--- config.mk ---
export PLATFORM = sky130hd
export DESIGN_NAME = morse_key_decoder
export DESIGN_NICKNAME = d
export VERILOG_FILES = /design/src/rtl/morse_key_decoder.sv
export SDC_FILE = /design/constraint.sdc
export NUM_CORES = 1
export LEC_CHECK = 0
export BUFFER_PORTS_ARGS = -buffer_cell sky130_fd_sc_hd__clkbuf_2
export CAP_MARGIN = 10
export CORE_ASPECT_RATIO = 1.25
export CORE_UTILIZATION = 50
export CTS_BUF_LIST = sky130_fd_sc_hd__clkbuf_2
export DETAILED_ROUTE_END_ITERATION = 12
export PLACE_DENSITY = 0.69
export SYNTH_ARGS = -nofsm -noshare
export SYNTH_HDL_FRONTEND = slang
export SYNTH_SLANG_ARGS = --single-unit
--- constraint.sdc ---
create_clock -name clk -period 2.7 [get_ports clk]
set_input_delay 0.54 -clock clk [delete_from_list [all_inputs] [get_ports clk]]
set_output_delay 0.54 -clock clk [all_outputs]
set_load 0.02 [all_outputs]
--- src/rtl/morse_key_decoder.sv ---
// morse_key_decoder
//   Decodes morse keyed on a push-button. The raw key is synchronised and
//   debounced, each press is classified as dot or dash by its length, and
//   after a letter gap of silence the accumulated symbols are looked up in
//   the ITU table and emitted as a character code with a 1-cycle pulse.
//
// Ports
//   clk        system clock
//   reset      synchronous, active-low
//   enable     decoder active; low forces IDLE and clears the symbol buffer
//   key        raw button, active-high, asynchronous
//   key_led    registered echo of the debounced key
//   char_valid 1-cycle pulse, char is valid
//   char       1-26 = A-Z, 27-36 = digits 0-9; held until next char_valid
//   pattern    symbol shift register, last symbol in bit 0, 1 = dash
//   sym_count  symbols captured in the current letter (0-5)
//   error      1-cycle pulse on a decode or timing error
module morse_key_decoder #(
    parameter int DEBOUNCE   = 500,
    parameter int MIN_PRESS  = 2000,
    parameter int DOT_MAX    = 15000,
    parameter int DASH_MAX   = 60000,
    parameter int LETTER_GAP = 30000,
    parameter int CW         = 32
) (
    input  logic       clk,
    input  logic       reset,
    input  logic       enable,
    input  logic       key,
    output logic       key_led,
    output logic       char_valid,
    output logic [5:0] char,
    output logic [4:0] pattern,
    output logic [2:0] sym_count,
    output logic       error
);

    localparam int DB_W = (DEBOUNCE < 2) ? 1 : $clog2(DEBOUNCE + 1);

    localparam logic [DB_W-1:0] DB_LAST  = DB_W'(DEBOUNCE - 1);
    localparam logic [CW-1:0]   ONE      = CW'(1);
    localparam logic [CW-1:0]   MIN_C    = CW'(MIN_PRESS);
    localparam logic [CW-1:0]   DOT_C    = CW'(DOT_MAX);
    localparam logic [CW-1:0]   DASH_C   = CW'(DASH_MAX);
    localparam logic [CW-1:0]   GAP_C    = CW'(LETTER_GAP);
    localparam logic [CW-1:0]   ERR_LAST = CW'(LETTER_GAP - 1);

    typedef enum logic [2:0] {
        IDLE, PRESS, GAP, EMIT, ERR_WAIT
    } state_t;

    state_t          state;
    logic [CW-1:0]   counter;
    logic            sync1, sync2, key_db;
    logic [DB_W-1:0] db_cnt;
    logic [5:0]      emit_code;

    // ITU lookup keyed on {symbol count, pattern}; 0 means no such letter.
    function automatic logic [5:0] morse_lookup(input logic [2:0] n, input logic [4:0] p);
        logic [5:0] code;
        code = 6'd0;
        case ({n, p})
            {3'd2, 5'b00001}: code = 6'd1;   // A .-
            {3'd4, 5'b01000}: code = 6'd2;   // B -...
            {3'd4, 5'b01010}: code = 6'd3;   // C -.-.
            {3'd3, 5'b00100}: code = 6'd4;   // D -..
            {3'd1, 5'b00000}: code = 6'd5;   // E .
            {3'd4, 5'b00010}: code = 6'd6;   // F ..-.
            {3'd3, 5'b00110}: code = 6'd7;   // G --.
            {3'd4, 5'b00000}: code = 6'd8;   // H ....
            {3'd2, 5'b00000}: code = 6'd9;   // I ..
            {3'd4, 5'b00111}: code = 6'd10;  // J .---
            {3'd3, 5'b00101}: code = 6'd11;  // K -.-
            {3'd4, 5'b00100}: code = 6'd12;  // L .-..
            {3'd2, 5'b00011}: code = 6'd13;  // M --
            {3'd2, 5'b00010}: code = 6'd14;  // N -.
            {3'd3, 5'b00111}: code = 6'd15;  // O ---
            {3'd4, 5'b00110}: code = 6'd16;  // P .--.
            {3'd4, 5'b01101}: code = 6'd17;  // Q --.-
            {3'd3, 5'b00010}: code = 6'd18;  // R .-.
            {3'd3, 5'b00000}: code = 6'd19;  // S ...
            {3'd1, 5'b00001}: code = 6'd20;  // T -
            {3'd3, 5'b00001}: code = 6'd21;  // U ..-
            {3'd4, 5'b00001}: code = 6'd22;  // V ...-
            {3'd3, 5'b00011}: code = 6'd23;  // W .--
            {3'd4, 5'b01001}: code = 6'd24;  // X -..-
            {3'd4, 5'b01011}: code = 6'd25;  // Y -.--
            {3'd4, 5'b01100}: code = 6'd26;  // Z --..
            {3'd5, 5'b11111}: code = 6'd27;  // 0 -----
            {3'd5, 5'b01111}: code = 6'd28;  // 1 .----
            {3'd5, 5'b00111}: code = 6'd29;  // 2 ..---
            {3'd5, 5'b00011}: code = 6'd30;  // 3 ...--
            {3'd5, 5'b00001}: code = 6'd31;  // 4 ....-
            {3'd5, 5'b00000}: code = 6'd32;  // 5 .....
            {3'd5, 5'b10000}: code = 6'd33;  // 6 -....
            {3'd5, 5'b11000}: code = 6'd34;  // 7 --...
            {3'd5, 5'b11100}: code = 6'd35;  // 8 ---..
            {3'd5, 5'b11110}: code = 6'd36;  // 9 ----.
            default:          code = 6'd0;
        endcase
        return code;
    endfunction

    function automatic logic [CW-1:0] sat_inc(input logic [CW-1:0] c);
        return (c == {CW{1'b1}}) ? c : c + ONE;
    endfunction

    assign emit_code = morse_lookup(sym_count, pattern);

    // Synchroniser + debounce: key_db follows sync2 once it has differed
    // for DEBOUNCE consecutive cycles (raw-to-key_db latency DEBOUNCE+2).
    always_ff @(posedge clk) begin
        if (!reset) begin
            sync1   <= 1'b0;
            sync2   <= 1'b0;
            key_db  <= 1'b0;
            db_cnt  <= '0;
            key_led <= 1'b0;
        end else begin
            sync1   <= key;
            sync2   <= sync1;
            key_led <= key_db;
            if (sync2 == key_db) begin
                db_cnt <= '0;
            end else if (db_cnt == DB_LAST) begin
                key_db <= sync2;
                db_cnt <= '0;
            end else begin
                db_cnt <= db_cnt + 1'b1;
            end
        end
    end

    always_ff @(posedge clk) begin
        if (!reset) begin
            state      <= IDLE;
            counter    <= '0;
            pattern    <= '0;
            sym_count  <= '0;
            char       <= '0;
            char_valid <= 1'b0;
            error      <= 1'b0;
        end else begin
            char_valid <= 1'b0;
            error      <= 1'b0;
            if (!enable) begin
                state     <= IDLE;
                counter   <= '0;
                pattern   <= '0;
                sym_count <= '0;
            end else begin
                case (state)
                    IDLE: begin
                        if (key_db) begin
                            state   <= PRESS;
                            counter <= ONE;
                        end
                    end
                    PRESS: begin
                        if (key_db) begin
                            // Next held cycle would be DASH_MAX+1: too long.
                            if (counter >= DASH_C) begin
                                state     <= ERR_WAIT;
                                error     <= 1'b1;
                                counter   <= '0;
                                pattern   <= '0;
                                sym_count <= '0;
                            end else begin
                                counter <= sat_inc(counter);
                            end
                        end else if (counter < MIN_C) begin
                            // Glitch press: ignore, restart any letter gap.
                            state   <= (sym_count != 3'd0) ? GAP : IDLE;
                            counter <= ONE;
                        end else if (sym_count == 3'd5) begin
                            // A sixth symbol cannot be any character.
                            state     <= ERR_WAIT;
                            error     <= 1'b1;
                            counter   <= '0;
                            pattern   <= '0;
                            sym_count <= '0;
                        end else begin
                            pattern   <= {pattern[3:0], (counter > DOT_C)};
                            sym_count <= sym_count + 3'd1;
                            state     <= GAP;
                            counter   <= ONE;
                        end
                    end
                    GAP: begin
                        if (key_db) begin
                            state   <= PRESS;
                            counter <= ONE;
                        end else if (counter >= GAP_C) begin
                            state <= EMIT;
                        end else begin
                            counter <= sat_inc(counter);
                        end
                    end
                    EMIT: begin
                        if (emit_code != 6'd0) begin
                            char       <= emit_code;
                            char_valid <= 1'b1;
                        end else begin
                            error <= 1'b1;
                        end
                        pattern   <= '0;
                        sym_count <= '0;
                        counter   <= '0;
                        state     <= IDLE;
                    end
                    ERR_WAIT: begin
                        // Needs LETTER_GAP continuous key-up cycles.
                        if (key_db) begin
                            counter <= '0;
                        end else if (counter >= ERR_LAST) begin
                            counter <= '0;
                            state   <= IDLE;
                        end else begin
                            counter <= sat_inc(counter);
                        end
                    end
                    default: begin
                        state   <= IDLE;
                        counter <= '0;
                    end
                endcase
            end
        end
    end

endmodule
# [After elaboration in Yosys (flattened, before gate mapping)]
# Cells that the tools add are included.
# Widths: inputs -> output; s select.
[classes] add_sub_neg=3 n_lt_le_gt_ge=5 n_eq_ne=51 mux=40 bitwise_logic=2 n_reduce_logical=12
[op_table] cell="$mux 32" n=8
[op_table] cell="$pmux 6 s36" n=1
[op_table] cell="$eq 8x8->1 const B" n=22
[op_table] cell="$pmux 32 s4" n=1
[op_table] cell="$eq 8x7->1 const B" n=12
[op_table] cell="$ge 32x15->1 const B" n=2
[op_table] cell="$mux 3" n=13
[op_table] cell="$add 32x1->32 const B" n=1
[op_table] cell="$eq 32x32->1 const B" n=1
[op_table] cell="$ge 32x16->1 const B" n=1
[op_table] cell="$gt 32x14->1 const B" n=1
[op_table] cell="$lt 32x11->1 const B" n=1
[op_table] cell="$mux 5" n=4
[op_table] cell="$eq 8x6->1 const B" n=2
[op_table] cell="$ne 3x3->1 const B" n=4
[op_table] cell="$pmux 3 s4" n=1
[op_table] cell="$pmux 5 s2" n=1
[op_table] cell="$add 9x1->9 const B" n=1
[op_table] cell="$eq 9x9->1 const B" n=1
[op_table] cell="$reduce_and 3->1" n=3
[op_table] cell="$mux 1" n=8
[op_table] cell="$eq 3x2->1 const B" n=2
[op_table] cell="$eq 3x3->1 const B" n=2
[op_table] cell="$ne 2x2->1 const B" n=3
[op_table] cell="other kinds (14)" n=17
[totals] regBits=64 input_bits=4 out_inout_bits=17 word_cells=125

# [Depth between registers and ports, before layout]
[depth] word_depth=5 mapped_depth=9 depth_no_buf=7

# [Worst setup path before layout]
# Ideal clock, no wire load.
[synth_timing] path_kind="reg-to-reg" start="register counter[6]" end="register counter[8]" setup_time_ps=86 t_arrival_ps=2497 t_required_ps=2614 setup_slack_ps=116 path_stages_with_launch=8 n_path_buf=1 period_less_slack_ps=2584 path_cell_list="dfxtp_1 > buf_2 > a211o_1 > a311o_1 > a2111oi_4 > o21ai_1 > or4_1 > a221oi_2"
[synth_via] elab_chain_cells=5 word_cells_on_any_way=15 classes_between="add/sub (1); order compare (3); eq/ne (2); mux (8); reduce/logical (1)"
[synth_lines] element="start: declaration" line="53" rtl="logic [CW-1:0] counter;"
[synth_lines] element="start signal: assignment" line="169" rtl="counter <= sat_inc(counter);"
[synth_lines] element="start signal: assignment" line="196" rtl="counter <= sat_inc(counter);"
[synth_lines] element="start signal: assignment" line="219" rtl="counter <= sat_inc(counter);"
[synth_lines] element="$add 32x1->32 / $eq 32x32->1 (equally long branches)" line="105" rtl="return (c == {CW{1'b1}}) ? c : c + ONE;"
[synth_lines] element="$mux 32" line="105"
[synth_lines] element="$mux 32, on equally long branches" line="215, 162, 193"
[synth_lines] element="$mux 32, on equally long branches" line="213, 160, 190"
[synth_lines] element="$pmux 32 s4" line="152" rtl="case (state)"
# Parallel ways exist; a longest one is shown, timed or not. The select of a mux whose other input is x is not followed.
# A chain may end at the register's enable or synchronous reset.

# [Final worst setup path]
[layout_timing] start="register counter[5]" end="register counter[6]"
# The elaborated chain is that of the path after synthesis.

==> out/qor.txt <==
Status: completed
Synth async-reset ratio: 0%
Critical register-to-register path endpoint: counter[6]
Final Routed Wirelength: 10800 um
Stage delay of the slowest cell on the critical path: 490 ps
Number of antenna violations at the first check in global routing: 0
Number of vias after detailed routing: 4160
GRT overflow: 0
Critical-path top delay cell: sky130_fd_sc_hd__a2111o_1
Utilization after layout: 60.1%
Worst Setup Start Kind: register
RSZ-0062 raised after global routing: false
Buf+Inv Stages, Crit Path: 1
Multi-input gate area in the final layout: 2610 um^2
Number of placement rows: 36
Post-Route M1 WL: 4710 um
Data required time of the worst path: 3180 ps
Layout cells sized above 1: 20.3%
Area added between synthesis and finish: 16.3%
Number of DRC violations after detailed routing: 0
Die footprint: 8470 um^2
Total power per unit cell area: 331 nW/um^2
Pin count of the biggest net entering global routing: 29
Startpoint of the lowest-slack register-to-register path: counter[5]
Start point of the critical path: counter[5]
Initial Utilization: 51.7%
Most common cell after layout, fill and taps aside: sky130_fd_sc_hd__dfxtp_1
First-pass GRT wire length: 17700 um
Mean instance size in the synthesized netlist: 7.71 um^2
Final cell area excluding filler cells: 4710 um^2
Sequential cell area in the final layout: 1280 um^2
CTS tree: built
Count of port buffers added during placement: 20
WL/cell: 16.1 um
Placeable Area: 7840 um^2
Violation count after the first detailed-route iteration: 337
Leakage component of the power: 1.68 nW
Share of the yosys chip area belonging to registers: 31.6%
Fin. Hold Viols: 0
Cts bufs inserted: 9
Worst-case register-to-register setup slack: 110 ps
Yosys top cell area share: 31.6%
Ratio of final minimum period to clock period: 96.0%
Sum of net half-perimeters after detailed placement: 7700 um
Endpoint kind of the worst setup timing path: register
FMAX: 386 MHz
Routability congestion estimate from global placement: 0.892
Final min period: 2590 ps
Number of storage elements in the synthesis netlist: 64
Clk buf depth: 2
Leading register cell type out of synthesis: sky130_fd_sc_hd__dfxtp_1
Count of inserted antenna diode cells: 0
Cells traversed along the worst timing path: a211o_1, a311o_1, buf_4, a2111o_1, a21boi_1, o2111ai_1, a31oi_1
Clock tree skew after final layout: 34.5 ps
Hold/Removal Path Class: in2reg
First-pass detailed-route iteration total: 5
Kind of cell adding the most delay to the critical path: compound AO/OA/AOI/OAI gates
Placed instance area: 4530 um^2
Transition at the pin with the smallest max-transition slack: 698 ps
Setup Viol. Count Final: 0
Post-route antenna net violation count: 0
Post-Syn Nets: 533
Number of nets at the end of the flow: 579
Warning count from the yosys run: 0
Commonest non-fill, non-tap cells in the layout: 64 x sky130_fd_sc_hd__dfxtp_1, 55 x sky130_fd_sc_hd__buf_4, 45 x sky130_fd_sc_hd__nand2_1, 41 x sky130_fd_sc_hd__nor2_1, 31 x sky130_fd_sc_hd__a21oi_1
Worst skew pair latency: 530 ps
Overall routing resource usage: 27.4%
Count of hold buffers inserted by post-cts repair: 0
Mapped Area: 4050 um^2
Worst setup path category: reg2reg
Vias per inst: 6.19
Number of global-route vias before repair: 3756
Post-synthesis cell type count: 66
Clock-pin slew on the worst setup and hold paths: 200 ps
Cell chosen for the clock root: sky130_fd_sc_hd__clkbuf_2
WL met2: 5360 um
Number of levels in the clock H-tree: 3
Remaining max-slew budget at the tightest pin: 53.5%
Critical path data arrival time: 3070 ps
Number of enable flip-flop cells after synthesis: 0
Crit path capture: counter[6]
Routed wl met3: 468 um
Levels on crit path: 7
Library cell occupying the most area in the post-synthesis netlist: sky130_fd_sc_hd__dfxtp_1
Die Height: 103 um
Count of clock tree sinks: 64
Horizontal die dimension: 82.5 um
Peak ir drop on the vdd network: 0.306 mV
Maximum fanout along the worst path: 5
Top layer used by detailed routing: met4
Maximum Capacitance Violations: 0
Leading post-synthesis cells by cell area: sky130_fd_sc_hd__dfxtp_1 32%, sky130_fd_sc_hd__nand2_1 4.2%, sky130_fd_sc_hd__a21oi_1 3.8%
Top-Level Pins: 21
Final number of max-transition violations: 0
Layout filler cell count: 735
Worst Hold Depth: 2
Synthesized instance count: 526
FF-to-FF path depth: 7
kinds of logic after synthesis:
group	Yosys count	synth area share, %
AO/OA/AOI/OAI	133	23.3
XOR/XNOR	14	3.02
flip-flops	64	31.6
buffers and inverters	61	5.77
AND/OR/NAND/NOR	241	32.9
multiplexers	10	2.47
adder cells (fa/ha/maj)	3	0.926
cell type report:
class,count,share of cell area (%)
Inverter,19,1.51
Clock inverter,6,1.27
Clock buffer,10,1.06
Multi-Input combinational cell,402,55.3
Sequential cell,64,27.2
Timing Repair Buffer,76,11.1
Tap cell,95,2.52
sequential cells by signal, summed over array words and instances, names as in the netlist, 3 cells and up:
name and flops:
sym_count 3, db_cnt 9, state 3, char 6
pattern 5, counter 32
repair_timing:
action	4_1_cts	5_1_grt
buffers inserted	0	2
endpoints found under the setup margin	29	21
pin swaps	1	3
hold endpoints to repair	0	0
gates cloned	1	0
gates resized for setup	3	5
where the power goes:
group | internal, W | switching (W) | total, W
Sequential | 0.000948 | 0.000000923 | 0.000949
Clock | 0.000210 | 0.000372 | 0.000582
Combinational | 0.00000905 | 0.0000203 | 0.0000294
Total | 0.00117 | 0.000393 | 0.00156
worst min-delay path by stage:
stage	start	end	slack [ps]
floorplan	sync1	sync2	410
global placement	sync1	sync2	410
global route	key	sync1	160
finish	key	sync1	210
detailed placement	sync1	sync2	420
CTS	key	sync1	180
stage by stage:
stage               setup slack (ps)  TNS, ps  hold slack (ps)  std cells  total power (W)
finish                           108        0              211        672          0.00156
global route                    15.0        0              164        672          0.00162
CTS                             2.86        0              177        670          0.00157
detailed placement              -272    -4500              425        653         0.000995
global placement                -212    -2580              414        653         0.000995
floorplan                        116        0              412        526         0.000985
cells in the mapped netlist (all sizes together), types with 9 or more instances:
cell type	n
nand3	19
nor4	14
clkbuf	35
o21ai	22
or4	9
nor3	14
nand2	45
nand2b	9
dfxtp	64
mux2i	10
inv	19
or3	16
nor2b	9
nand4	19
nor2	41
a21oi	31
xor2	11
and2	10
routing by layer:
layer | track usage [%] | vias to the layer above
met4 | 15.0 | 0
met1 | 34.3 | 1953
li1 | - | 2060
met2 | 43.4 | 116
met5 | 0 | -
met3 | 5.93 | 31
Note: power is estimated with default switching activity, not from simulation.
